$ cat src/rtl/sysid_verify_seq_pkg.sv
// Shared types and constants for the system-ID verify sequencer.
// Holds the FSM encoding, slave word addresses and default expected words.
package sysid_pkg;

    typedef enum logic [2:0] {
        S_IDLE,
        S_RD_ID,
        S_RD_TS,
        S_EVAL,
        S_DONE
    } state_t;

    localparam logic SYSID_ADDR_ID = 1'b1;
    localparam logic SYSID_ADDR_TS = 1'b0;

    localparam logic [31:0] DEF_EXPECTED_ID = 32'h5041_3C69;
    localparam logic [31:0] DEF_EXPECTED_TS = 32'h0000_0000;

    // Counter width able to hold n, never narrower than one bit.
    function automatic int unsigned cnt_width(input int unsigned n);
        return (n == 0) ? 1 : $clog2(n + 1);
    endfunction

endpackage

$ cat src/rtl/sysid_verify_seq_if.sv
// Control-slave read port of the system-ID block.
// The sequencer is master; the sysid slave answers with readdata.
interface sysid_verify_seq_if;
    logic        sysid_address;
    logic        sysid_read;
    logic [31:0] sysid_readdata;

    modport master (
        output sysid_address,
        output sysid_read,
        input  sysid_readdata
    );

    modport slave (
        input  sysid_address,
        input  sysid_read,
        output sysid_readdata
    );
endinterface

$ cat src/rtl/sysid_verify_seq_timer.sv
// Load / decrement down-counter with a zero flag.
// Used for both the read-latency window and the periodic recheck interval.
module sysid_interval_timer #(
    parameter int unsigned WIDTH = 1
) (
    input  logic             clock,
    input  logic             reset,
    input  logic             load,
    input  logic [WIDTH-1:0] value,
    input  logic             dec,
    output logic             zero
);
    logic [WIDTH-1:0] count;

    always_ff @(posedge clock or posedge reset) begin
        if (reset) begin
            count <= '0;
        end else if (load) begin
            count <= value;
        end else if (dec && count != '0) begin
            count <= count - 1'b1;
        end
    end

    assign zero = (count == '0);
endmodule

$ cat src/rtl/sysid_verify_seq.sv
// Boot/periodic sequencer that reads the sysid ID and timestamp words,
// compares them with expected constants, retries on mismatch and reports status.
module sysid_verify_seq
    import sysid_pkg::*;
#(
    parameter logic [31:0] EXPECTED_ID    = DEF_EXPECTED_ID,
    parameter logic [31:0] EXPECTED_TS    = DEF_EXPECTED_TS,
    parameter int unsigned READ_LATENCY   = 1,
    parameter int unsigned MAX_RETRY      = 2,
    parameter int unsigned RECHECK_CYCLES = 0,
    parameter int unsigned AUTO_START     = 1
) (
    input  logic        clock,
    input  logic        reset,
    input  logic        start,
    sysid_verify_seq_if.master bus,
    output logic        busy,
    output logic        done,
    output logic        pass,
    output logic        id_mismatch,
    output logic        ts_mismatch,
    output logic [31:0] id_value,
    output logic [31:0] ts_value,
    output logic [3:0]  retry_count
);
    localparam int unsigned RW = cnt_width(RECHECK_CYCLES);
    localparam logic [2:0] LAT = 3'(READ_LATENCY);
    localparam logic [3:0] MAXR = 4'(MAX_RETRY);
    // Loaded with N-1 so the run is accepted N edges after DONE entry.
    localparam logic [RW-1:0] RELOAD =
        RW'((RECHECK_CYCLES == 0) ? 0 : RECHECK_CYCLES - 1);

    state_t state, state_nxt;
    logic auto_pend;
    logic lat_zero, rck_zero;
    logic accept, lat_load, cap_id, cap_ts, retry, finish;
    logic id_ok, ts_ok, recheck_hit, go;

    assign id_ok = (id_value == EXPECTED_ID);
    assign ts_ok = (ts_value == EXPECTED_TS);
    assign recheck_hit = (RECHECK_CYCLES != 0) && (state == S_DONE) && rck_zero;
    assign go = start || auto_pend || recheck_hit;

    sysid_interval_timer #(.WIDTH(3)) u_lat (
        .clock (clock),
        .reset (reset),
        .load  (lat_load),
        .value (LAT),
        .dec   (state == S_RD_ID || state == S_RD_TS),
        .zero  (lat_zero)
    );

    sysid_interval_timer #(.WIDTH(RW)) u_rck (
        .clock (clock),
        .reset (reset),
        .load  (finish),
        .value (RELOAD),
        .dec   (state == S_DONE),
        .zero  (rck_zero)
    );

    always_ff @(posedge clock or posedge reset) begin
        if (reset) begin
            state     <= S_IDLE;
            auto_pend <= (AUTO_START != 0);
        end else begin
            state     <= state_nxt;
            auto_pend <= 1'b0;
        end
    end

    always_comb begin
        state_nxt         = state;
        accept            = 1'b0;
        lat_load          = 1'b0;
        cap_id            = 1'b0;
        cap_ts            = 1'b0;
        retry             = 1'b0;
        finish            = 1'b0;
        bus.sysid_read    = 1'b0;
        bus.sysid_address = SYSID_ADDR_TS;
        unique case (state)
            S_IDLE, S_DONE: begin
                if (go) begin
                    accept    = 1'b1;
                    lat_load  = 1'b1;
                    state_nxt = S_RD_ID;
                end
            end
            S_RD_ID: begin
                bus.sysid_read    = 1'b1;
                bus.sysid_address = SYSID_ADDR_ID;
                if (lat_zero) begin
                    cap_id    = 1'b1;
                    lat_load  = 1'b1;
                    state_nxt = S_RD_TS;
                end
            end
            S_RD_TS: begin
                bus.sysid_read = 1'b1;
                if (lat_zero) begin
                    cap_ts    = 1'b1;
                    state_nxt = S_EVAL;
                end
            end
            S_EVAL: begin
                if ((id_ok && ts_ok) || retry_count >= MAXR) begin
                    finish    = 1'b1;
                    state_nxt = S_DONE;
                end else begin
                    retry     = 1'b1;
                    lat_load  = 1'b1;
                    state_nxt = S_RD_ID;
                end
            end
            default: state_nxt = S_IDLE;
        endcase
    end

    always_ff @(posedge clock or posedge reset) begin
        if (reset) begin
            busy        <= 1'b0;
            done        <= 1'b0;
            pass        <= 1'b0;
            id_mismatch <= 1'b0;
            ts_mismatch <= 1'b0;
            id_value    <= '0;
            ts_value    <= '0;
            retry_count <= '0;
        end else begin
            if (accept) begin
                done        <= 1'b0;
                busy        <= 1'b1;
                retry_count <= '0;
            end
            if (cap_id) id_value <= bus.sysid_readdata;
            if (cap_ts) ts_value <= bus.sysid_readdata;
            if (retry) retry_count <= retry_count + 4'd1;
            if (finish) begin
                pass        <= id_ok && ts_ok;
                id_mismatch <= !id_ok;
                ts_mismatch <= !ts_ok;
                done        <= 1'b1;
                busy        <= 1'b0;
            end
        end
    end
endmodule

$ cat src/flat_wrapper.sv
// flat-port wrapper written by rule: the top's interface ports become plain ports
module sysid_verify_seq_flat import sysid_pkg::*;
#(
    parameter logic [31:0] EXPECTED_ID    = DEF_EXPECTED_ID,
    parameter logic [31:0] EXPECTED_TS    = DEF_EXPECTED_TS,
    parameter int unsigned READ_LATENCY   = 1,
    parameter int unsigned MAX_RETRY      = 2,
    parameter int unsigned RECHECK_CYCLES = 0,
    parameter int unsigned AUTO_START     = 1
)
  (clock, reset, start, busy, done, pass, id_mismatch, ts_mismatch, id_value, ts_value, retry_count, bus_sysid_address, bus_sysid_read, bus_sysid_readdata);
  sysid_verify_seq_if bus_i ();
  input  logic clock;
  input  logic reset;
  input  logic start;
  output logic busy;
  output logic done;
  output logic pass;
  output logic id_mismatch;
  output logic ts_mismatch;
  output logic [31:0] id_value;
  output logic [31:0] ts_value;
  output logic [3:0] retry_count;
  output wire logic [$bits(bus_i.sysid_address)-1:0] bus_sysid_address;
  output wire logic [$bits(bus_i.sysid_read)-1:0] bus_sysid_read;
  input wire logic [$bits(bus_i.sysid_readdata)-1:0] bus_sysid_readdata;
  assign bus_sysid_address = bus_i.sysid_address;
  assign bus_sysid_read = bus_i.sysid_read;
  assign bus_i.sysid_readdata = bus_sysid_readdata;
  sysid_verify_seq #(.EXPECTED_ID(EXPECTED_ID), .EXPECTED_TS(EXPECTED_TS), .READ_LATENCY(READ_LATENCY), .MAX_RETRY(MAX_RETRY), .RECHECK_CYCLES(RECHECK_CYCLES), .AUTO_START(AUTO_START)) u_core (.clock(clock), .reset(reset), .start(start), .bus(bus_i), .busy(busy), .done(done), .pass(pass), .id_mismatch(id_mismatch), .ts_mismatch(ts_mismatch), .id_value(id_value), .ts_value(ts_value), .retry_count(retry_count));
endmodule
$ cat config.mk
export PLATFORM = sky130hd
export DESIGN_NAME = sysid_verify_seq_flat
export DESIGN_NICKNAME = d
export VERILOG_FILES = /design/src/rtl/sysid_verify_seq_pkg.sv /design/src/rtl/sysid_verify_seq_if.sv /design/src/rtl/sysid_verify_seq_timer.sv /design/src/rtl/sysid_verify_seq.sv /design/src/flat_wrapper.sv
export SDC_FILE = /design/constraint.sdc
export NUM_CORES = 1
export LEC_CHECK = 0
export CORE_UTILIZATION = 30
export DETAILED_ROUTE_END_ITERATION = 16
export HOLD_SLACK_MARGIN = 0.05
export PLACE_DENSITY = 0.57
export SETUP_SLACK_MARGIN = 0.05
export SLEW_MARGIN = 0
export SYNTH_ARGS = -nofsm -noshare
export SYNTH_HDL_FRONTEND = slang
export SYNTH_HIERARCHICAL = 1
export SYNTH_SLANG_ARGS = --single-unit
$ cat constraint.sdc
create_clock -name clock -period 3.1 [get_ports clock]
set_clock_uncertainty 0.1 [all_clocks]
set_input_delay 0.31 -clock clock [delete_from_list [all_inputs] [get_ports clock]]
set_output_delay 0.31 -clock clock [all_outputs]
set_load 0.005 [all_outputs]
==> results of run 1 <==
-- layout by cell type, fill, tap and decap left out, types with 4 or more instances in the layout --
cell	instances
inv_1	5
nor4b_2	5
buf_4	6
nor4_1	10
nand2b_1	4
nor2_1	7
clkbuf_8	10
nand4_1	4
o21ai_0	5
nand2_1	9
dfrtp_1	79
mux2_2	62
ha_1	4
conb_1	4
clkdlybuf4s50_1	109
-- through the flow --
step	hold slack [ns]	total power, mW	instances
after floorplan	-0.0364	2.82	242
after global placement	0.380	4.04	491
after detailed placement	0.383	4.07	491
after CTS	0.0695	4.87	506
after global routing	0.0715	5.13	506
final	0.0803	4.79	506
-- Yosys cell counts --
| cell type | count | area share [%] |
|---|---|---|
| and2b_4 | 1 | 0.30 |
| nand3_1 | 1 | 0.15 |
| buf_6 | 1 | 0.33 |
| o221ai_1 | 1 | 0.26 |
| a221o_1 | 3 | 0.89 |
| o21a_1 | 2 | 0.44 |
| a22o_2 | 1 | 0.30 |
| inv_1 | 6 | 0.67 |
| or3_1 | 1 | 0.19 |
| buf_2 | 6 | 0.89 |
| nor2_2 | 1 | 0.19 |
| nand2_1 | 9 | 1.0 |
| nand2b_1 | 4 | 0.74 |
| mux2_2 | 62 | 21 |
| mux2_1 | 3 | 1.0 |
| nor4_4 | 1 | 0.63 |
| dfstp_2 | 1 | 0.78 |
| o31ai_1 | 1 | 0.22 |
| a31oi_1 | 1 | 0.19 |
| nor3_1 | 2 | 0.30 |
| nor3b_1 | 1 | 0.22 |
| conb_1 | 2 | 0.22 |
| and4b_1 | 1 | 0.30 |
| o21ai_0 | 5 | 0.74 |
| a21oi_1 | 2 | 0.30 |
| nor4_1 | 10 | 1.9 |
| nand3b_1 | 1 | 0.22 |
| nor2b_1 | 2 | 0.37 |
| ha_1 | 4 | 1.5 |
| mux2i_1 | 1 | 0.30 |
| or4_1 | 1 | 0.22 |
| dfrtp_1 | 79 | 58 |
| and4_1 | 1 | 0.26 |
| nand4_1 | 4 | 0.74 |
| nor2_1 | 9 | 1.0 |
| or2_2 | 1 | 0.19 |
| nor4b_2 | 5 | 2.2 |
| nor4b_1 | 3 | 0.78 |
-- flip-flops by register name, indices dropped and copies added, names as in the netlist --
register	count
u_core/auto_pend	1
u_core/busy	1
u_core/done	1
u_core/id_mismatch	1
u_core/id_value	32
u_core/pass	1
u_core/retry_count	4
u_core/state	3
u_core/ts_mismatch	1
u_core/ts_value	32
u_core/u_lat/count	3
-- power by group --
| group | total (mW) | internal, mW | leakage, nW | switching (mW) |
|---|---|---|---|---|
| clock | 0.768 | 0.390 | 0.102 | 0.378 |
| combinational | 2.13 | 1.39 | 0.960 | 0.732 |
| sequential | 1.89 | 1.51 | 0.994 | 0.384 |
-- worst register-to-register path, cell delays in order, from the launching register on --
cell     delay, ns
dfrtp_1       0.40
nor4_1        0.46
nand4_1       0.33
nor4_4        0.33
nor2_2        0.11
or3_1         0.45
nor4b_1       0.35
a221o_1       0.15
-- cells by family after synthesis --
family | share of synthesized area [%]
compound gates | 3.33
buf+inv | 1.89
mux | 22.0
fa+ha+maj | 1.48
other cells | 0.222
flops | 59.3
simple gates | 11.8
-- area by class of cell --
cell class / instances / area [um^2] / share of cell area [%]
flip-flops and latches: 80 / 2000 / 41.0
multi-input cells: 149 / 1340 / 27.3
repair buffers: 116 / 1160 / 23.6
well taps: 140 / 175 / 3.58
clock buffers: 10 / 138 / 2.82
clock inverters: 5 / 57.6 / 1.18
inverters: 6 / 23.8 / 0.486
-- metal layers --
layer | global-route usage [%] | up-vias
li1 | - | 1121
met1 | 20.1 | 1189
met2 | 25.2 | 80
met3 | 5.36 | 9
met4 | 4.70 | 0
met5 | 0 | -
-- worst max-delay path by stage --
stage / slack (ns) / endpoint / start
4_1_cts: 0.33 / u_core/u_lat/count[1] / u_core/ts_value[17]
5_1_grt: 0.15 / u_core/u_lat/count[0] / u_core/ts_value[17]
3_5_place_dp: 0.31 / u_core/u_lat/count[1] / u_core/ts_value[17]
6_report: 0.38 / u_core/u_lat/count[1] / u_core/ts_value[17]
3_3_place_gp: 0.43 / u_core/u_lat/count[1] / u_core/id_value[18]
2_1_floorplan: 0.72 / u_core/busy / reset
==> key figures, run 1 <==
Logic synthesis
  – Synthesized flop and latch total: 80
  – Synth Warn #: 6
  – Seq/Total Area, Yosys: 59.3%
  – Syn Inst Count: 240
  – Syn_area_per_cell: 14.1 um^2
  – Cell variety after synth: 38
  – Cell area after synthesis: 3380 um^2

Worst setup path
  – Cell at the slowest stage of the critical path: nor4_1
  – Cell Chain, Critical Path: nor4_1 > nand4_1 > nor4_4 > nor2_2 > or3_1 > nor4b_1 > a221o_1
  – R2R Setup Slk: 0.38 ns
  – Worst-path fanout max: 9
  – CP startpoint kind: register
  – Type of the worst setup path: register to register
  – Worst endpoint required time: 3.30 ns
  – Reg-to-Reg End: u_core/u_lat/count[1]
  – RR Startpoint: u_core/ts_value[17]
  – CP endpoint kind: register
  – Family with the most delay on the worst path: simple AND/OR/NAND/NOR gates
  – CP bufs+invs: 0
  – Crit path largest cell delay: 0.46 ns
  – Reg2Reg Depth: 7
  – Worst endpoint data arrival time: 2.92 ns
  – Crit path depth: 7

Floorplan
  – # IOs: 110
  – Die X: 108 um
  – Core Area: 10,900 um^2
  – Core Rows: 38
  – Die area: 11,700 um^2
  – Initial core utilization: 31.0%
  – Height of the die: 108 um

Clock tree
  – Hold buffers post-CTS: 0
  – Clock transition at the registers of the reported paths: 0.08 ns
  – TritonCTS clock tree: done
  – CTS resizes: 0
  – Clock sink total: 80
  – Root Buffer: clkbuf_8
  – Clock Path Buffers: 2
  – H-tree lvl count: 3
  – Post-CTS setup buffer count: 0
  – Num CTS Buffers: 9
  – Clk_lat worst skew: 0.35 ns

STA
  – RSZ-0062 raised after global routing: false
  – Setup ws final: 0.379 ns
  – Fin. Hold Viols: 0
  – Setup TNS: 0 ns
  – Final worst-path cycle share: 87.8%
  – Pins Over Slew Limit: 0
  – # setup viols final: 0
  – Worst slew pin tran: 0.702 ns
  – Max Fclk: 368 MHz
  – Crit path time final: 2.72 ns
  – Max-slew headroom: 52.7%

Layout
  – Share of layout cells above drive strength 1: 26.8%
  – N_diodes: 0
  – Syn-to-layout area delta: 44.7%
  – Finished Cell Area: 4890 um^2
  – Nets@finish: 401
  – FILL cells: 1,040
  – Final core occ: 44.9%

Global route
  – Largest net degree at the start of global routing: 34
  – Vias in the first global route: 2,524
  – Initial antenna violation count: 0
  – GRT Util Overall: 15.8%
  – Grt ovf: 0
  – First-pass GRT wire length: 13,800 um

Detailed routing
  – Routed wl met3: 553 um
  – DRT met1 WL: 3810 um
  – DRT Pass-1 Iters: 5
  – Final ANT Viol Nets: 0
  – Vias per cell: 4.74
  – DRT iter0 DRCs: 33
  – Top Layer Used: met4
  – Avg WL per Cell: 16.8 um
  – DR DRC count: 0
  – Met2 WL: 4040 um
  – Via count: 2,399
  – Total wire length: 8510 um

Pwr
  – Pwr dens: 979 nW/um^2
  – Pleak: 2.06 nW
  – Worst vdd ir: 0.000392 V

Worst hold path
  – Hold crit path type: input port to asynchronous set/reset pin

Place
  – Post-DP Area: 4690 um^2
  – I/O Buffers: 109
  – Post-DP HPWL: 6370 um
  – Pre-CTS setup slack: 0.310 ns
  – Final GP Congestion: 0.753

Job
  – Max Cap Violations: 0

Run status
  – Status: finished, final reports clean
(Power assumes the default switching activity.)
==> run 2, diff against run 1 <==
--- a/config.mk
+++ b/config.mk
@@ -9,6 +9,7 @@
 export DETAILED_ROUTE_END_ITERATION = 16
 export HOLD_SLACK_MARGIN = 0.05
 export PLACE_DENSITY = 0.57
+export REMOVE_ABC_BUFFERS = 1
 export SETUP_SLACK_MARGIN = 0.05
 export SLEW_MARGIN = 0
 export SYNTH_ARGS = -nofsm -noshare
==> key figures, run 2 (synthesized netlist as in run 1, its figures left out) <==
Layout
  – Register Area: 2000 um^2
  – Finished Cell Area: 4920 um^2
  – Commonest non-fill, non-tap cell in the layout: clkdlybuf4s50_1
  – Final std cells w/o fill: 505
  – Syn-to-layout area delta: 45.6%
  – Biggest regs: u_core/id_value: 32 flops, u_core/ts_value: 32 flops, u_core/retry_count: 4 flops
  – Most frequent cells in the layout: 109 x clkdlybuf4s50_1, 79 x dfrtp_1, 62 x mux2_2
  – Nets@finish: 399
  – Final core occ: 45.2%
  – Share of layout cells above drive strength 1: 26.3%
  – N_diodes: 0
  – Area taken by multi-input logic gates: 1340 um^2
  – FILL cells: 1,043

Clock tree
  – Clock transition at the registers of the reported paths: 0.08 ns
  – Clk_lat worst skew: 0.34 ns
  – TritonCTS clock tree: done
  – Clock Path Buffers: 2
  – Root Buffer: clkbuf_8
  – Post-CTS setup buffer count: 0
  – Clock sink total: 80
  – CTS resizes: 0
  – Num CTS Buffers: 9
  – Hold buffers post-CTS: 0
  – H-tree lvl count: 3

Floorplan
  – Initial core utilization: 31.0%
  – Height of the die: 108 um
  – Core Rows: 38
  – Die X: 108 um
  – Die area: 11,700 um^2
  – Core Area: 10,900 um^2
  – # IOs: 110

Worst setup path
  – CP endpoint kind: register
  – Worst-path fanout max: 9
  – Reg2Reg Depth: 7
  – R2R Setup Slk: 0.39 ns
  – Worst endpoint required time: 3.29 ns
  – Type of the worst setup path: register to register
  – Worst endpoint data arrival time: 2.89 ns
  – CP startpoint kind: register

STA
  – Crit path time final: 2.71 ns
  – Final worst-path cycle share: 87.3%
  – Pins Over Slew Limit: 0
  – Max-slew headroom: 53.8%
  – Max Fclk: 369 MHz
  – Worst slew pin tran: 0.692 ns
  – # setup viols final: 0
  – Setup ws final: 0.393 ns
  – RSZ-0062 raised after global routing: false
  – Hold_ws: 0.0867 ns
  – Fin. Hold Viols: 0
  – Setup TNS: 0 ns

Global route
  – Vias in the first global route: 2,536
  – Grt ovf: 0
  – Initial antenna violation count: 0
  – First-pass GRT wire length: 13,500 um
  – GRT Util Overall: 15.6%
  – Largest net degree at the start of global routing: 40

Place
  – Post-DP Area: 4680 um^2
  – Post-DP HPWL: 6380 um
  – Post-Place Cells: 489
  – Pre-CTS setup slack: 0.264 ns
  – I/O Buffers: 109
  – Final GP Congestion: 0.753

Pwr
  – Pwr dens: 999 nW/um^2
  – Worst vdd ir: 0.000357 V
  – Total Power: 4.92 mW
  – Pleak: 2.06 nW

Detailed routing
  – Total wire length: 8530 um
  – Avg WL per Cell: 16.9 um
  – DRT Pass-1 Iters: 4
  – DR DRC count: 0
  – Final ANT Viol Nets: 0
  – Via count: 2,398
  – DRT iter0 DRCs: 49
  – Vias per cell: 4.75

Worst hold path
  – Hold crit path type: input port to asynchronous set/reset pin

Run status
  – Status: finished, final reports clean

Job
  – Max Cap Violations: 0
## run 2: final cells by class
cell class | count | share of cell area, %
sequential | 80 | 40.7
multi-input combinational | 149 | 27.3
timing repair buffer | 114 | 23.2
tap | 140 | 3.56
clock buffer | 11 | 2.67
clock inverter | 5 | 2.11
inverter | 6 | 0.483
## run 2: routing by layer
metal	global-route usage [%]	routed length, um	vias to the layer above
li1	-	-	1120
met4	5.28	112	0
met5	0	0	-
met3	4.70	520	10
met2	25.6	4170	74
met1	19.4	3730	1194
## run 2: worst max-delay path, stage by stage, from the launching register on
cell,delay (ns)
dfrtp_1,0.41
nor4_1,0.40
nand4_1,0.28
nor4_4,0.39
nor2_2,0.12
or3_1,0.46
nor4b_1,0.34
a221o_1,0.15
## run 2: report_power, final
| part | leakage [nW] | total [mW] | internal [mW] | switching (mW) |
|---|---|---|---|---|
| Sequential | 0.994 | 1.90 | 1.51 | 0.389 |
| Combinational | 0.951 | 2.11 | 1.38 | 0.733 |
| Clock | 0.118 | 0.908 | 0.538 | 0.371 |
## run 2: worst paths after layout
check,from,end
worst max register to register,u_core/ts_value[25],u_core/u_lat/count[1]
worst min register to register,u_core/done,u_core/done
max in group asynchronous,reset,u_core/ts_value[4]
worst min-delay path,reset,u_core/u_lat/count[1]
min in group clock,u_core/done,u_core/done
worst max-delay path,u_core/ts_value[25],u_core/u_lat/count[1]
==> run 3, diff against run 2 <==
--- a/config.mk
+++ b/config.mk
@@ -5,6 +5,7 @@
 export SDC_FILE = /design/constraint.sdc
 export NUM_CORES = 1
 export LEC_CHECK = 0
+export CORE_MARGIN = 2
 export CORE_UTILIZATION = 30
 export DETAILED_ROUTE_END_ITERATION = 16
 export HOLD_SLACK_MARGIN = 0.05
==> constraint.sdc (replaced) <==
create_clock -name clock -period 3.1 [get_ports clock]
set_clock_uncertainty 0.1 [all_clocks]
set_input_delay 0.31 -clock clock [delete_from_list [all_inputs] [get_ports clock]]
set_output_delay 0.31 -clock clock [all_outputs]
set_load 0.01 [all_outputs]
==> key figures, run 3 (synthesized netlist as in run 1, its figures left out) <==
Place
  – Post-DP Area: 4680 um^2
  – Post-Place Cells: 487
  – Final GP Congestion: 0.736
  – I/O Buffers: 109
  – Post-DP HPWL: 6420 um

STA
  – Max-slew headroom: 58.7%
  – Setup TNS: 0 ns
  – Hold_ws: 0.105 ns
  – Final worst-path cycle share: 90.9%
  – Fin. Hold Viols: 0
  – Worst slew pin tran: 0.614 ns
  – # setup viols final: 0
  – RSZ-0062 raised after global routing: false
  – Pins Over Slew Limit: 0
  – Crit path time final: 2.82 ns
  – Max Fclk: 355 MHz

Worst setup path
  – CP startpoint kind: register
  – Crit path largest cell delay: 0.45 ns
  – Worst endpoint required time: 3.27 ns
  – RR Startpoint: u_core/ts_value[17]
  – Type of the worst setup path: register to register
  – Worst-path fanout max: 9
  – Cell Chain, Critical Path: nor4_1 > nand4_1 > nor4_4 > nor2_2 > or3_1 > nor4b_1 > a221o_1
  – CP endpoint kind: register
  – CP startpoint: u_core/ts_value[17]
  – Worst endpoint data arrival time: 2.99 ns
  – Cell at the slowest stage of the critical path: or3_1

Layout
  – Final core occ: 45.4%
  – Biggest regs: u_core/id_value: 32 flops, u_core/ts_value: 32 flops, u_core/retry_count: 4 flops
  – Most frequent cells in the layout: 109 x clkdlybuf4s50_1, 79 x dfrtp_1, 62 x mux2_2
  – Final std cells w/o fill: 502
  – Finished Cell Area: 4960 um^2
  – Syn-to-layout area delta: 46.9%
  – Nets@finish: 397
  – Commonest non-fill, non-tap cell in the layout: clkdlybuf4s50_1
  – Share of layout cells above drive strength 1: 25.7%
  – N_diodes: 0

Floorplan
  – Die X: 110 um
  – Initial core utilization: 30.9%
  – Core Area: 10,900 um^2
  – Height of the die: 110 um
  – Die area: 12,100 um^2
  – # IOs: 110
  – Core Rows: 38

Detailed routing
  – Vias per cell: 4.74
  – DRT met1 WL: 3860 um
  – Met2 WL: 4070 um
  – DR DRC count: 0
  – Routed wl met3: 641 um
  – Via count: 2,381
  – Total wire length: 8670 um
  – Final ANT Viol Nets: 0
  – DRT iter0 DRCs: 79
  – Top Layer Used: met4
  – DRT Pass-1 Iters: 4
  – Avg WL per Cell: 17.3 um

Global route
  – Largest net degree at the start of global routing: 45
  – GRT Util Overall: 15.0%
  – Vias in the first global route: 2,537
  – First-pass GRT wire length: 13,600 um
  – Grt ovf: 0
  – Initial antenna violation count: 0

Clock tree
  – Clock Path Buffers: 2
  – Clock sink total: 80
  – Clk_lat worst skew: 0.33 ns
  – TritonCTS clock tree: done
  – Root Buffer: clkbuf_16
  – Hold buffers post-CTS: 0
  – CTS resizes: 0
  – Clock transition at the registers of the reported paths: 0.06 ns
  – H-tree lvl count: 3
  – Num CTS Buffers: 9
  – Post-CTS setup buffer count: 0

Job
  – Max Cap Violations: 0

Pwr
  – Pleak: 2.08 nW
  – Pwr dens: 1050 nW/um^2
  – Worst vdd ir: 0.000421 V

Worst hold path
  – Hold crit path type: input port to asynchronous set/reset pin

Run status
  – Status: finished, final reports clean
==> run 3: changes by cell type in the layout (fill, tap and decap cells not counted) <==
cell,before,now
clkbuf_16,0,9
clkbuf_8,9,1
buf_4,4,1
bufinv_16,3,1
clkinv_2,2,4
buf_12,1,2
clkbuf_1,2,1
inv_6,1,0
nor4_1,9,10
nor4_2,1,0
==> run 3: per-stage QoR <==
step / setup WS (ns) / total power, mW
2_1_floorplan: -0.290 / 2.96
3_5_place_dp: 0.270 / 4.23
5_1_grt: 0.0688 / 5.56
4_1_cts: 0.262 / 5.30
6_report: 0.281 / 5.22
3_3_place_gp: 0.267 / 4.21
==> run 3: final cells by class <==
type / instances / area, um^2
timing repair buffer: 112 / 1140
multi-input combinational: 149 / 1340
clock inverter: 4 / 45.0
clock buffer: 11 / 243
sequential: 80 / 2000
inverter: 6 / 23.8
tap: 140 / 175
fill: 1050 / 5970
==> run 3: worst paths after layout <==
check / endpoint / slack (ns) / cells past startpoint
worst min-delay path: u_core/u_lat/count[0] / 0.10 / 2
worst min register to register: u_core/done / 0.38 / 2
max in group asynchronous: u_core/auto_pend / 1.90 / 3
worst max register to register: u_core/u_lat/count[1] / 0.28 / 7
worst max-delay path: u_core/u_lat/count[1] / 0.28 / 7
min in group clock: u_core/done / 0.38 / 2
==> run 3: worst max-delay path, delay by kind of cell, from the launching register on <==
family	cells	cell delay, ns
compound gates	1	0.16
simple gates	6	2.08
flops	1	0.40
==> run 3: routing by layer <==
| layer | vias up | global-route usage, % |
|---|---|---|
| met2 | 70 | 23.5 |
| li1 | 1106 | - |
| met4 | 0 | 5.09 |
| met1 | 1197 | 19.1 |
| met5 | - | 0 |
| met3 | 8 | 5.82 |
==> run 3: where the power goes <==
part | leakage, nW | internal (mW) | switching (mW)
Sequential | 0.994 | 1.51 | 0.396
Clock | 0.145 | 0.637 | 0.400
Combinational | 0.945 | 1.38 | 0.894
